--- src/rtl/muldiv_sequencer.sv ---
// muldiv_sequencer: iterative multiply/divide unit that sits beside the EX-stage ALU.
// It runs MULT/MULTU/DIV/DIVU one bit per cycle and owns the HI/LO registers.
// While an operation runs it asks the hazard unit to hold IF/ID/EX.
//
// Ports:
//   clk, rst        clock; asynchronous active-high reset
//   start, op       EX-stage op valid; op encoding 00 MULTU, 01 MULT, 10 DIVU, 11 DIV
//   operand_a/b     multiplicand/dividend and multiplier/divisor
//   flush           aborts an in-flight op; HI/LO are left untouched
//   hi_we, lo_we    MTHI/MTLO write enables; data on hilo_wdata
//   hi, lo          HI/LO architectural registers
//   busy, done      op in flight; one-cycle pulse when HI/LO were just updated
//   stall_req       hold request to the hazard unit
//   div_by_zero     sticky flag for the most recent DIV/DIVU
//
// Build option: define MULDIV_EARLY_OUT_EN to let multiplies leave RUN as soon
// as the remaining multiplier bits are all zero. Divides are unaffected.

module muldiv_sequencer #(
  parameter int WIDTH = 32,
  parameter int CNT_W = 6
) (
  input  logic             clk,
  input  logic             rst,
  input  logic             start,
  input  logic [1:0]       op,
  input  logic [WIDTH-1:0] operand_a,
  input  logic [WIDTH-1:0] operand_b,
  input  logic             flush,
  input  logic             hi_we,
  input  logic             lo_we,
  input  logic [WIDTH-1:0] hilo_wdata,
  output logic [WIDTH-1:0] hi,
  output logic [WIDTH-1:0] lo,
  output logic             busy,
  output logic             done,
  output logic             stall_req,
  output logic             div_by_zero
);

  localparam logic [2:0] S_IDLE  = 3'd0;
  localparam logic [2:0] S_PREP  = 3'd1;
  localparam logic [2:0] S_RUN   = 3'd2;
  localparam logic [2:0] S_FIXUP = 3'd3;
  localparam logic [2:0] S_DONE  = 3'd4;

  logic [2:0]         state_reg;
  logic [CNT_W-1:0]   cnt_reg;
  logic               is_div_reg;
  logic               neg_q_reg;    // negate product / quotient in FIXUP
  logic               neg_r_reg;    // negate remainder in FIXUP
  // Multiply: shifted multiplicand. Divide: low half keeps the raw dividend so
  // the divide-by-zero path can return it unchanged in HI.
  logic [2*WIDTH-1:0] mcand_reg;
  // Multiply: multiplier magnitude, shifted right. Divide: divisor magnitude.
  logic [WIDTH-1:0]   mplier_reg;
  // Multiply: 2*WIDTH accumulator. Divide: acc_hi = remainder, acc_lo = quotient.
  logic [WIDTH-1:0]   acc_hi_reg;
  logic [WIDTH-1:0]   acc_lo_reg;
  logic [WIDTH-1:0]   hi_reg;
  logic [WIDTH-1:0]   lo_reg;
  logic               dbz_reg;

  logic               idle_or_done;
  logic               accept;
  logic               a_neg, b_neg;
  logic [WIDTH-1:0]   a_mag, b_mag;
  logic [2*WIDTH-1:0] acc_sum;
  logic [WIDTH:0]     div_shift;
  logic [WIDTH:0]     div_diff;
  logic [WIDTH-1:0]   div_hi_next;
  logic [WIDTH-1:0]   div_lo_next;
  logic               cnt_last;
  logic               mult_last;
  logic               run_last;
  logic [2*WIDTH-1:0] prod_fix;
  logic [WIDTH-1:0]   fix_hi;
  logic [WIDTH-1:0]   fix_lo;

  assign idle_or_done = (state_reg == S_IDLE) || (state_reg == S_DONE);
  // A flush in the same cycle as start kills the issuing instruction.
  assign accept       = start && !flush && idle_or_done;

  assign busy      = (state_reg == S_PREP) || (state_reg == S_RUN) || (state_reg == S_FIXUP);
  assign done      = (state_reg == S_DONE);
  assign stall_req = busy || (start && idle_or_done);
  assign hi          = hi_reg;
  assign lo          = lo_reg;
  assign div_by_zero = dbz_reg;

  // op[0] selects signed; magnitudes feed an unsigned core.
  assign a_neg = op[0] && operand_a[WIDTH-1];
  assign b_neg = op[0] && operand_b[WIDTH-1];
  assign a_mag = a_neg ? -operand_a : operand_a;
  assign b_mag = b_neg ? -operand_b : operand_b;

  // Shift-add multiply step.
  assign acc_sum = {acc_hi_reg, acc_lo_reg} + (mplier_reg[0] ? mcand_reg : '0);

  // Restoring divide step: shift the next dividend bit into the remainder and
  // keep the trial subtraction only when it does not borrow.
  assign div_shift   = {acc_hi_reg, acc_lo_reg[WIDTH-1]};
  assign div_diff    = div_shift - {1'b0, mplier_reg};
  assign div_hi_next = div_diff[WIDTH] ? div_shift[WIDTH-1:0] : div_diff[WIDTH-1:0];
  assign div_lo_next = {acc_lo_reg[WIDTH-2:0], ~div_diff[WIDTH]};

  assign cnt_last = (cnt_reg == CNT_W'(WIDTH - 1));
`ifdef MULDIV_EARLY_OUT_EN
  // The bit consumed this cycle is mplier_reg[0]; stop once nothing above it remains.
  assign mult_last = (mplier_reg[WIDTH-1:1] == '0);
`else
  assign mult_last = cnt_last;
`endif
  assign run_last = is_div_reg ? cnt_last : mult_last;

  // Sign correction applied on the edge that enters DONE.
  assign prod_fix = neg_q_reg ? -{acc_hi_reg, acc_lo_reg} : {acc_hi_reg, acc_lo_reg};
  assign fix_hi   = is_div_reg ? (neg_r_reg ? -acc_hi_reg : acc_hi_reg) : prod_fix[2*WIDTH-1:WIDTH];
  assign fix_lo   = is_div_reg ? (neg_q_reg ? -acc_lo_reg : acc_lo_reg) : prod_fix[WIDTH-1:0];

  always_ff @(posedge clk or posedge rst) begin
    if (rst) begin
      state_reg  <= S_IDLE;
      cnt_reg    <= '0;
      is_div_reg <= 1'b0;
      neg_q_reg  <= 1'b0;
      neg_r_reg  <= 1'b0;
      mcand_reg  <= '0;
      mplier_reg <= '0;
      acc_hi_reg <= '0;
      acc_lo_reg <= '0;
      hi_reg     <= '0;
      lo_reg     <= '0;
      dbz_reg    <= 1'b0;
    end else begin
      // MTHI/MTLO first so that a result landing on the same edge overrides them.
      if (hi_we) hi_reg <= hilo_wdata;
      if (lo_we) lo_reg <= hilo_wdata;

      case (state_reg)
        S_IDLE, S_DONE: begin
          if (accept) begin
            state_reg  <= S_PREP;
            is_div_reg <= op[1];
            neg_q_reg  <= a_neg ^ b_neg;
            neg_r_reg  <= a_neg;
            mcand_reg  <= {{WIDTH{1'b0}}, (op[1] ? operand_a : a_mag)};
            mplier_reg <= b_mag;
            acc_hi_reg <= '0;
            acc_lo_reg <= op[1] ? a_mag : '0;
            cnt_reg    <= '0;
          end else begin
            state_reg <= S_IDLE;
          end
        end
        S_PREP: begin
          if (flush) begin
            state_reg <= S_IDLE;
          end else if (is_div_reg && (mplier_reg == '0)) begin
            state_reg <= S_DONE;
            hi_reg    <= mcand_reg[WIDTH-1:0];
            lo_reg    <= '1;
            dbz_reg   <= 1'b1;
          end else begin
            state_reg <= S_RUN;
            cnt_reg   <= '0;
          end
        end
        S_RUN: begin
          if (flush) begin
            state_reg <= S_IDLE;
          end else begin
            cnt_reg <= cnt_reg + 1'b1;
            if (is_div_reg) begin
              acc_hi_reg <= div_hi_next;
              acc_lo_reg <= div_lo_next;
            end else begin
              {acc_hi_reg, acc_lo_reg} <= acc_sum;
              mcand_reg  <= mcand_reg << 1;
              mplier_reg <= mplier_reg >> 1;
            end
            if (run_last) state_reg <= S_FIXUP;
          end
        end
        S_FIXUP: begin
          if (flush) begin
            state_reg <= S_IDLE;
          end else begin
            state_reg <= S_DONE;
            hi_reg    <= fix_hi;
            lo_reg    <= fix_lo;
            if (is_div_reg) dbz_reg <= 1'b0;
          end
        end
        default: state_reg <= S_IDLE;
      endcase
    end
  end

endmodule

--- config.mk ---
export PLATFORM = sky130hd
export DESIGN_NAME = muldiv_sequencer
export DESIGN_NICKNAME = d
export VERILOG_FILES = /design/src/rtl/muldiv_sequencer.sv
export SDC_FILE = /design/constraint.sdc
export NUM_CORES = 1
export LEC_CHECK = 0
export CORE_UTILIZATION = 55
export CTS_BUF_LIST = sky130_fd_sc_hd__clkbuf_4
export DETAILED_ROUTE_END_ITERATION = 16
export DONT_BUFFER_PORTS = 1
export GPL_ROUTABILITY_DRIVEN = 0
export MAX_ROUTING_LAYER = met4
export PLACE_DENSITY = 0.7
export SETUP_SLACK_MARGIN = 0.2
export SLEW_MARGIN = 5
export SYNTH_ARGS = -nofsm -noshare
export SYNTH_HDL_FRONTEND = slang
export SYNTH_SLANG_ARGS = --single-unit
--- constraint.sdc ---
create_clock -name clk -period 11.39 [get_ports clk]
set_input_delay 1.139 -clock clk [delete_from_list [all_inputs] [get_ports clk]]
set_output_delay 1.139 -clock clk [all_outputs]
set_load 0.005 [all_outputs]
======== Word level (Yosys, flattened, before mapping) ========
Cells that the tools add are included.
cells by class
  add/sub/neg operators ................... 8
  eq/ne operators ......................... 14
  muxes and demuxes ....................... 54
  bitwise logic cells ..................... 2
  reduce and logical (&&, ||, !) cells .... 22
operator list
  kind                 count
  $mux 32              26
  $mux 64              5
  $pmux 32 s2          5
  $neg 32->32          4
  $pmux 64 s2          1
  $add 64x64->64       1
  $neg 64->64          1
  $sub 33x32->33       1
  $logic_not 32->1     1
  $mux 6               4
  $pmux 6 s3           1
  $mux 3               5
  $ne 2x2->1 const B   7
  $pmux 3 s4           1
  $reduce_and 5->1     2
  $add 6x1->6 const B  1
  $eq 3x2->1 const B   2
  $eq 6x5->1 const B   1
  $logic_and 1x1->1    6
  $mux 1               5
  $logic_or 1x1->1     4
  $reduce_and 4->1     1
  $reduce_bool 2->1    2
  $eq 3x1->1 const B   1
  other kinds (12)     12
storage, ports and cells
  register bits ........................... 237
  input port bits ......................... 104
  output and inout bits ................... 68
  logic and storage cells ................. 112

======== Depth between registers and ports, before layout ========
Gate-level depths: netlist (run 1).
  depth in word-level cells ............... 5
  gate-level depth with buffers ........... 16
  gate-level depth less buffers ........... 14

======== Least setup slack after synthesis (run 1) ========
OpenSTA, ideal clock, no wires.
  path type ............................... reg-to-reg
  start ................................... register mplier_reg[0]
  end ..................................... register acc_hi_reg[20]
  library setup time ...................... 126 ps
  data arrival time ....................... 3837 ps
  required time ........................... 11264 ps
  slack ................................... 7427 ps
  cell stages (with the launch flop) ...... 16
  buffers on the path ..................... 2
  period minus slack after synthesis ...... 3963 ps
  path through ............................ dfrtp_1 -> clkbuf_1 -> clkbuf_1 -> and2_1 -> ha_1 -> fa_1 -> a21o_1 -> a221oi_2 -> o21ai_0 -> or4_1 -> a41o_1 -> a31oi_2 -> o21bai_1 -> a31oi_1 -> xnor2_1 -> a221o_1
on the way
  word-level cells in the longest chain between the ends .. 5
  elaborated cells on any way between the ends .. 7
  classes of those cells .................. add/sub (2); mux (5)
ends and longest elaborated chain
  item                                       line     text
  start, declared                            56       logic [WIDTH-1:0] mplier_reg;
  start signal, assigned                     148      mplier_reg <= b_mag;
  start signal, assigned                     180      mplier_reg <= mplier_reg >> 1;
  $mux 64 or $sub 33x32->33 (tied branches)  98, 103
  $add 64x64->64 or $mux 32 (tied branches)  98, 104
  $mux 32 *                                  174      if (is_div_reg) begin
  $mux 32 *                                  170      if (flush) begin
  $pmux 32 s2 *                              140      case (state_reg)
  end signal, assigned                       175      acc_hi_reg <= div_hi_next;
  end signal, assigned                       178      {acc_hi_reg, acc_lo_reg} <= acc_sum;
  end, declared                              58       logic [WIDTH-1:0] acc_hi_reg;
Mark *: on every way between the ends. The rest lies on a longest branch, timed or not. The select of a mux whose other input is x is not followed.
A chain may end at the register's enable or synchronous reset.

======== Worst setup path after layout (run 1) ========
  start ................................... register mplier_reg[0]
  end ..................................... register acc_hi_reg[12]
The elaborated chain is that of the path after synthesis.

==> results.py, run 1 <==
metrics = {
    "grt": {
        "grt_max_degree": 166,
        "grt_pass1_wl_um": 113000,
        "grt_overflow_total": 0,
        "track_usage_pct": 39.4,
        "grt_pass1_vias": 19200,
        "antenna_found_initial": 3,
    },
    "clock_network": {
        "cts_buffers": 69,
        "htree_levels": 3,
        "cts_setup_buffers": 0,
        "clock_path_buffers": 3,
        "clock_latency_ns": 0.79,
        "root_buffer": "clkbuf_4",
        "cts.sinks": 237,
        "cts_tree": "yes",
        "cts-resized-gates": 0,
        "clk_pin_slew_ns": 0.07,
        "cts_hold_buf": 0,
    },
    "routing": {
        "wirelength_um": 74000,
        "antenna_left": 0,
        "first_pass_iters": 6,
        "via_per_inst": 6.62,
        "wire_per_inst_um": 23.3,
        "drc": 0,
        "drtIter0Drc": 2251,
        "dr_total_vias": 21000,
    },
    "yosys": {
        "synth_top_cells_by_count": "nand2_1, o21ai_0, dfrtp_1",
        "synthCells": 2688,
        "synth_seq_cells": 237,
        "netlist_area_mm2": 0.0207,
        "synth_cell_types": 83,
        "yosysWarnings": 0,
        "synthFlopType": "dfrtp_1",
        "synth_fp_nets": 2894,
        "synth.avg_cell_area_um2": 7.72,
        "synth_area_leaders": "dfrtp_1, nand2_1, o21ai_0",
        "ys_seq_area_share_pct": 28.6,
        "yosysTopAreaCellShare_pct": 28.6,
        "yosys.area.top_type": "dfrtp_1",
        "yosysMostFrequentCell": "nand2_1",
        "async_flop_share_pct": 100,
        "synth-edff-count": 0,
    },
    "sta": {
        "finalCritPeriodShare_pct": 47.9,
        "tightest_slew_ns": 1.14,
        "max_freq_mhz": 183,
        "skew_ns": 0.0594,
        "hold-worst-slack_ns": 0.336,
        "setup_viol_count_final": 0,
        "fin_setup_tns_ns": 0,
        "slew_viol_final": 0,
        "min_period_ns": 5.46,
        "hold_viol": 0,
        "grt_setup_unrepaired": "no",
        "maxSlewHeadroom_pct": 24.2,
    },
    "min_path": {
        "hold_class": "input pin to asynchronous set/reset pin",
    },
    "floorplan": {
        "die_h_um": 196,
        "pin_count": 172,
        "start_util_pct": 56.3,
        "die_area_mm2": 0.0385,
        "fp.dieW_um": 196,
        "fp.coreArea_mm2": 0.0369,
        "rows": 70,
    },
    "placement": {
        "dp_hpwl_um": 56200,
        "numPortBuffers": 0,
    },
    "run": {
        "cap_violations": 0,
    },
    "critical_path": {
        "end_kind": "register",
        "crit_fanout": 35,
        "cp_cell_sequence": "buf_4, ha_1, inv_1, fa_1, a21o_1, a221oi_1, nor4bb_1, o31ai_1, o21ai_0, a21oi_1, xor2_2, buf_4, mux2i_1, mux2i_1, a22o_1",
        "cp.required_ns": 12.03,
        "slowest_delay_ns": 0.93,
        "start_kind": "register",
        "path_buf_inv": 3,
        "critPathSlowestCell": "dfrtp_1",
        "arrival_ns": 6.10,
        "worst-setup-path-type": "register to register",
        "crit_family": "compound AO/OA/AOI/OAI gates",
    },
    "finish": {
        "nets": 2819,
        "largest_register_ffs": 64,
        "final_util_pct": 59.2,
        "area_growth_pct": 5.26,
        "drive_gt1_share_pct": 6.50,
    },
    "pwr": {
        "p_per_area_mw_per_mm2": 150,
        "p_leak_nw": 9.66,
        "ir_worst_vdd_v": 0.0000674,
    },
    "status": {
        "outcome": "finished clean",
    },
}
-- cell families after synthesis --
logic type	count (synthesis)	synth area share, %
xor+xnor	218	9.20
mux	84	4.11
flops	237	28.6
buf+inv	238	4.36
simple gates	960	22.0
fa+ha+maj	102	6.22
compound gates	849	25.5
-- cell type report --
type / instances / area, um2
Tap cell: 504 / 631
Fill cell: 3420 / 15000
Antenna cell: 5 / 12.5
Sequential cell: 237 / 5930
Multi-Input combinational cell: 2213 / 14000
Inverter: 71 / 274
Clock buffer: 97 / 728
Timing Repair Buffer: 21 / 170
Clock inverter: 24 / 128
-- power by group --
| part | internal (mW) | total (mW) | switching (mW) |
|---|---|---|---|
| clock | 0.416 | 0.821 | 0.406 |
| combinational | 0.459 | 1.24 | 0.781 |
| sequential | 0.964 | 1.22 | 0.258 |
-- worst reg2reg max path, delay by kind of cell (launching register included) --
kind | cells | cell delay (ns)
AOI/OAI and AO/OA | 6 | 1.51
xor gates and xnor gates | 1 | 0.67
adders and majority gates | 2 | 0.64
buffers and inverters | 3 | 0.89
DFF | 1 | 0.93
muxes | 2 | 0.31
and+or+nand+nor | 1 | 0.36
-- routing by layer --
| layer | share of wire [%] | up-vias | track usage (%) |
|---|---|---|---|
| met1 | 41 | 9938 | 51.1 |
| met4 | 4.9 | 0 | 19.0 |
| met2 | 41 | 1216 | 55.4 |
| met5 | 0 | - | - |
| met3 | 13 | 227 | 12.5 |
| li1 | - | 9610 | - |
-- stage by stage --
stage / instances / cell area, um2 / setup WS, ns / power (mW)
after detailed placement: 3046 / 21000 / 6.04 / 2.42
final: 3172 / 21800 / 5.93 / 3.28
after global routing: 3170 / 21800 / 5.41 / 3.46
after global placement: 3046 / 21000 / 6.23 / 2.39
after floorplan: 2688 / 20700 / 3.75 / 2.01
after CTS: 3167 / 21800 / 5.98 / 3.24
-- cell usage in the layout, fill, tap and decap left out, types with 20 or more instances in the layout --
cell	n
a211oi_1	20
a21o_1	41
a21oi_1	224
a22oi_1	46
a31oi_1	20
and2_1	83
buf_4	20
clkbuf_4	97
dfrtp_1	236
ha_1	100
inv_1	69
mux2i_1	75
nand2_1	379
nand2b_1	20
nand3_1	79
nand4_1	30
nor2_1	185
nor3_1	48
nor4_1	23
o211ai_1	30
o21ai_0	277
o221ai_1	21
o31ai_1	30
or3_1	30
xnor2_1	117
xor2_1	99
-- worst paths after layout --
check                                    from              to  slack, ns  depth (start not counted)
worst max-delay path            mplier_reg[0]  acc_hi_reg[12]       5.93                         15
worst max register to register  mplier_reg[0]  acc_hi_reg[12]       5.93                         15
min in group clk                        flush    state_reg[1]       0.42                          1
max in group asynchronous                 rst   mcand_reg[49]       9.44                          2
worst min-delay path                      rst           lo[2]       0.34                          1
worst min register to register  mcand_reg[63]   mcand_reg[63]       0.48                          2
Power figures use the tool's default switching activity.
==> run 2: changes to the inputs <==
Settings changed: PLACE_DENSITY 0.7 to 0.73.
Clock period 11.39 ns to 4.89 ns, I/O delays scaled along.
==> run 2 against run 1 <==
Routed wire length shrank 1.5%. Flip-flop and latch count stayed put. Critical path depth decreased by 2. Sequential power increased by 130%. Global-route usage down 0.75 points. Critical endpoint is now acc_hi_reg[20]. Combinational power grew 140%. Utilization grew 1.3 points. Non-clock buffer count up 46. Critical path type unchanged. Clock-buffer cell count shrank 3. Largest power group unchanged. Hold slack worse by 0.32 ns. Total power rose by 140%.
==> results.py, run 2 (same netlist as run 1, synthesis figures left out) <==
metrics = {
    "critical_path": {
        "cp.required_ns": 5.55,
        "crit_fanout": 13,
        "start_kind": "register",
        "arrival_ns": 5.02,
        "reg2regPathDepth": 13,
        "end_kind": "register",
        "worst-setup-path-type": "register to register",
        "regToRegStartpoint": "mplier_reg[0]",
        "r2r-end": "acc_hi_reg[20]",
        "ff2ff_setup_slack_ns": 0.53,
    },
    "floorplan": {
        "pin_count": 172,
        "rows": 70,
        "fp.dieW_um": 196,
        "die_h_um": 196,
        "start_util_pct": 56.3,
        "fp.coreArea_mm2": 0.0369,
        "die_area_mm2": 0.0385,
    },
    "grt": {
        "grt_pass1_vias": 19500,
        "grt_max_degree": 165,
        "grt_overflow_total": 0,
        "grt_pass1_wl_um": 112000,
        "track_usage_pct": 38.7,
        "antenna_found_initial": 2,
    },
    "clock_network": {
        "root_buffer": "clkbuf_4",
        "cts.sinks": 237,
        "clock_path_buffers": 3,
        "clk_pin_slew_ns": 0.07,
        "cts_buffers": 67,
        "htree_levels": 3,
        "clock_latency_ns": 0.77,
        "cts_tree": "yes",
    },
    "sta": {
        "slew_viol_final": 0,
        "maxSlewHeadroom_pct": 25.1,
        "setup_viol_count_final": 0,
        "tightest_slew_ns": 1.10,
        "max_freq_mhz": 229,
        "finalCritPeriodShare_pct": 89.2,
        "skew_ns": 0.0721,
        "grt_setup_unrepaired": "no",
        "fin_setup_tns_ns": 0,
        "hold_viol": 0,
        "min_period_ns": 4.36,
    },
    "placement": {
        "dp_hpwl_um": 55300,
        "dpl_cell_area_mm2": 0.0210,
        "numPortBuffers": 0,
    },
    "routing": {
        "drc": 0,
        "first_pass_iters": 7,
        "via_per_inst": 6.61,
        "dr_total_vias": 21300,
        "wirelength_um": 72900,
        "drtIter0Drc": 2694,
        "wire_per_inst_um": 22.7,
        "antenna_left": 0,
    },
    "status": {
        "outcome": "finished clean",
    },
    "pwr": {
        "p_per_area_mw_per_mm2": 347,
        "p_leak_nw": 9.86,
        "ir_worst_vdd_v": 0.000148,
    },
    "finish": {
        "drive_gt1_share_pct": 6.68,
        "fillers": 3370,
        "final_common_cell": "nand2_1",
        "largest_register_ffs": 64,
        "final_cell_mix": "nand2_1, o21ai_0, dfrtp_1, a21oi_1, nor2_1",
        "post-route-cell-area_mm2": 0.0223,
        "area_growth_pct": 7.49,
        "nets": 2863,
    },
    "min_path": {
        "holdPathEnd": "lo[8]",
        "hold_depth": 4,
        "hold_class": "input pin to register",
        "hp-start": "lo_we",
    },
    "run": {
        "cap_violations": 0,
    },
}
==> run 2: cell types whose count changed in the layout (fill, tap and decap cells not counted), sizes merged <==
cell and delta:
diode -2, bufinv +1, clkbuf -3, clkinv +5, dlygate4sd3 +38, buf +8
inv -3, clkinvlp -1
==> run 2: layer usage <==
layer  GRT usage [%]  vias to the layer above  routed length [um]
met3            12.3                      200               10900
met4            13.1                        0                2450
met2            53.2                     1395               29300
met1            53.1                     9980               30200
met5               -                        -                   0
li1                -                     9677                   -
==> run 2: power breakdown <==
group | switching, mW | internal (mW)
Sequential | 0.561 | 2.25
Clock | 0.934 | 1.00
Combinational | 1.89 | 1.10
Total | 3.38 | 4.35
==> run 2: area by class of cell <==
cell class	count	area (um2)	share of cell area, %
inverter	71	270	1.21
clock buffer	94	706	3.16
sequential	237	5930	26.6
clock inverter	26	169	0.758
multi-input combinational	2213	14000	62.6
antenna	3	7.51	0.0337
tap	504	631	2.83
timing repair buffer	67	623	2.79
==> run 2: what timing repair did <==
| action | CTS | global route |
|---|---|---|
| hold buffers | 38 | 0 |
| hold endpoints to repair | 56 | 0 |
| buffers inserted | 0 | 0 |
| resized for setup | 0 | 0 |
==> run 2: worst max-delay path, stage by stage, from the launching register on <==
cell	delay (ns)
dfrtp_1	0.56
and2_1	0.23
ha_1	0.22
fa_1	0.42
a21o_1	0.20
a221oi_2	0.35
o21ai_0	0.24
or4_1	0.64
a41o_1	0.28
a31oi_2	0.32
o21bai_1	0.17
a31oi_1	0.21
xnor2_1	0.09
a221o_1	0.32
==> run 2: worst max path at each step <==
| stage | start | endpoint | slack (ns) |
|---|---|---|---|
| floorplan | mplier_reg[0] | acc_hi_reg[20] | 0.93 |
| global placement | mplier_reg[0] | acc_hi_reg[20] | 0.71 |
| detailed placement | mplier_reg[0] | acc_hi_reg[20] | 0.64 |
| CTS | mplier_reg[0] | acc_hi_reg[20] | 0.65 |
| global route | mplier_reg[0] | acc_hi_reg[11] | 0.27 |
| finish | mplier_reg[0] | acc_hi_reg[20] | 0.53 |
==> run 2: metrics by stage <==
| step | power, mW | utilization (%) | setup slack [ns] | hold WS [ns] | instances |
|---|---|---|---|---|---|
| 3_5_place_dp | 5.63 | 57.0 | 0.637 | 0.432 | 3054 |
| 6_report | 7.73 | 60.5 | 0.527 | 0.0116 | 3215 |
| 3_3_place_gp | 5.55 | 57.0 | 0.706 | 0.435 | 3054 |
| 2_1_floorplan | 4.68 | - | 0.927 | 0.439 | 2688 |
| 5_1_grt | 8.10 | 60.5 | 0.269 | 0.0143 | 3214 |
| 4_1_cts | 7.60 | 60.5 | 0.646 | 0.00264 | 3212 |
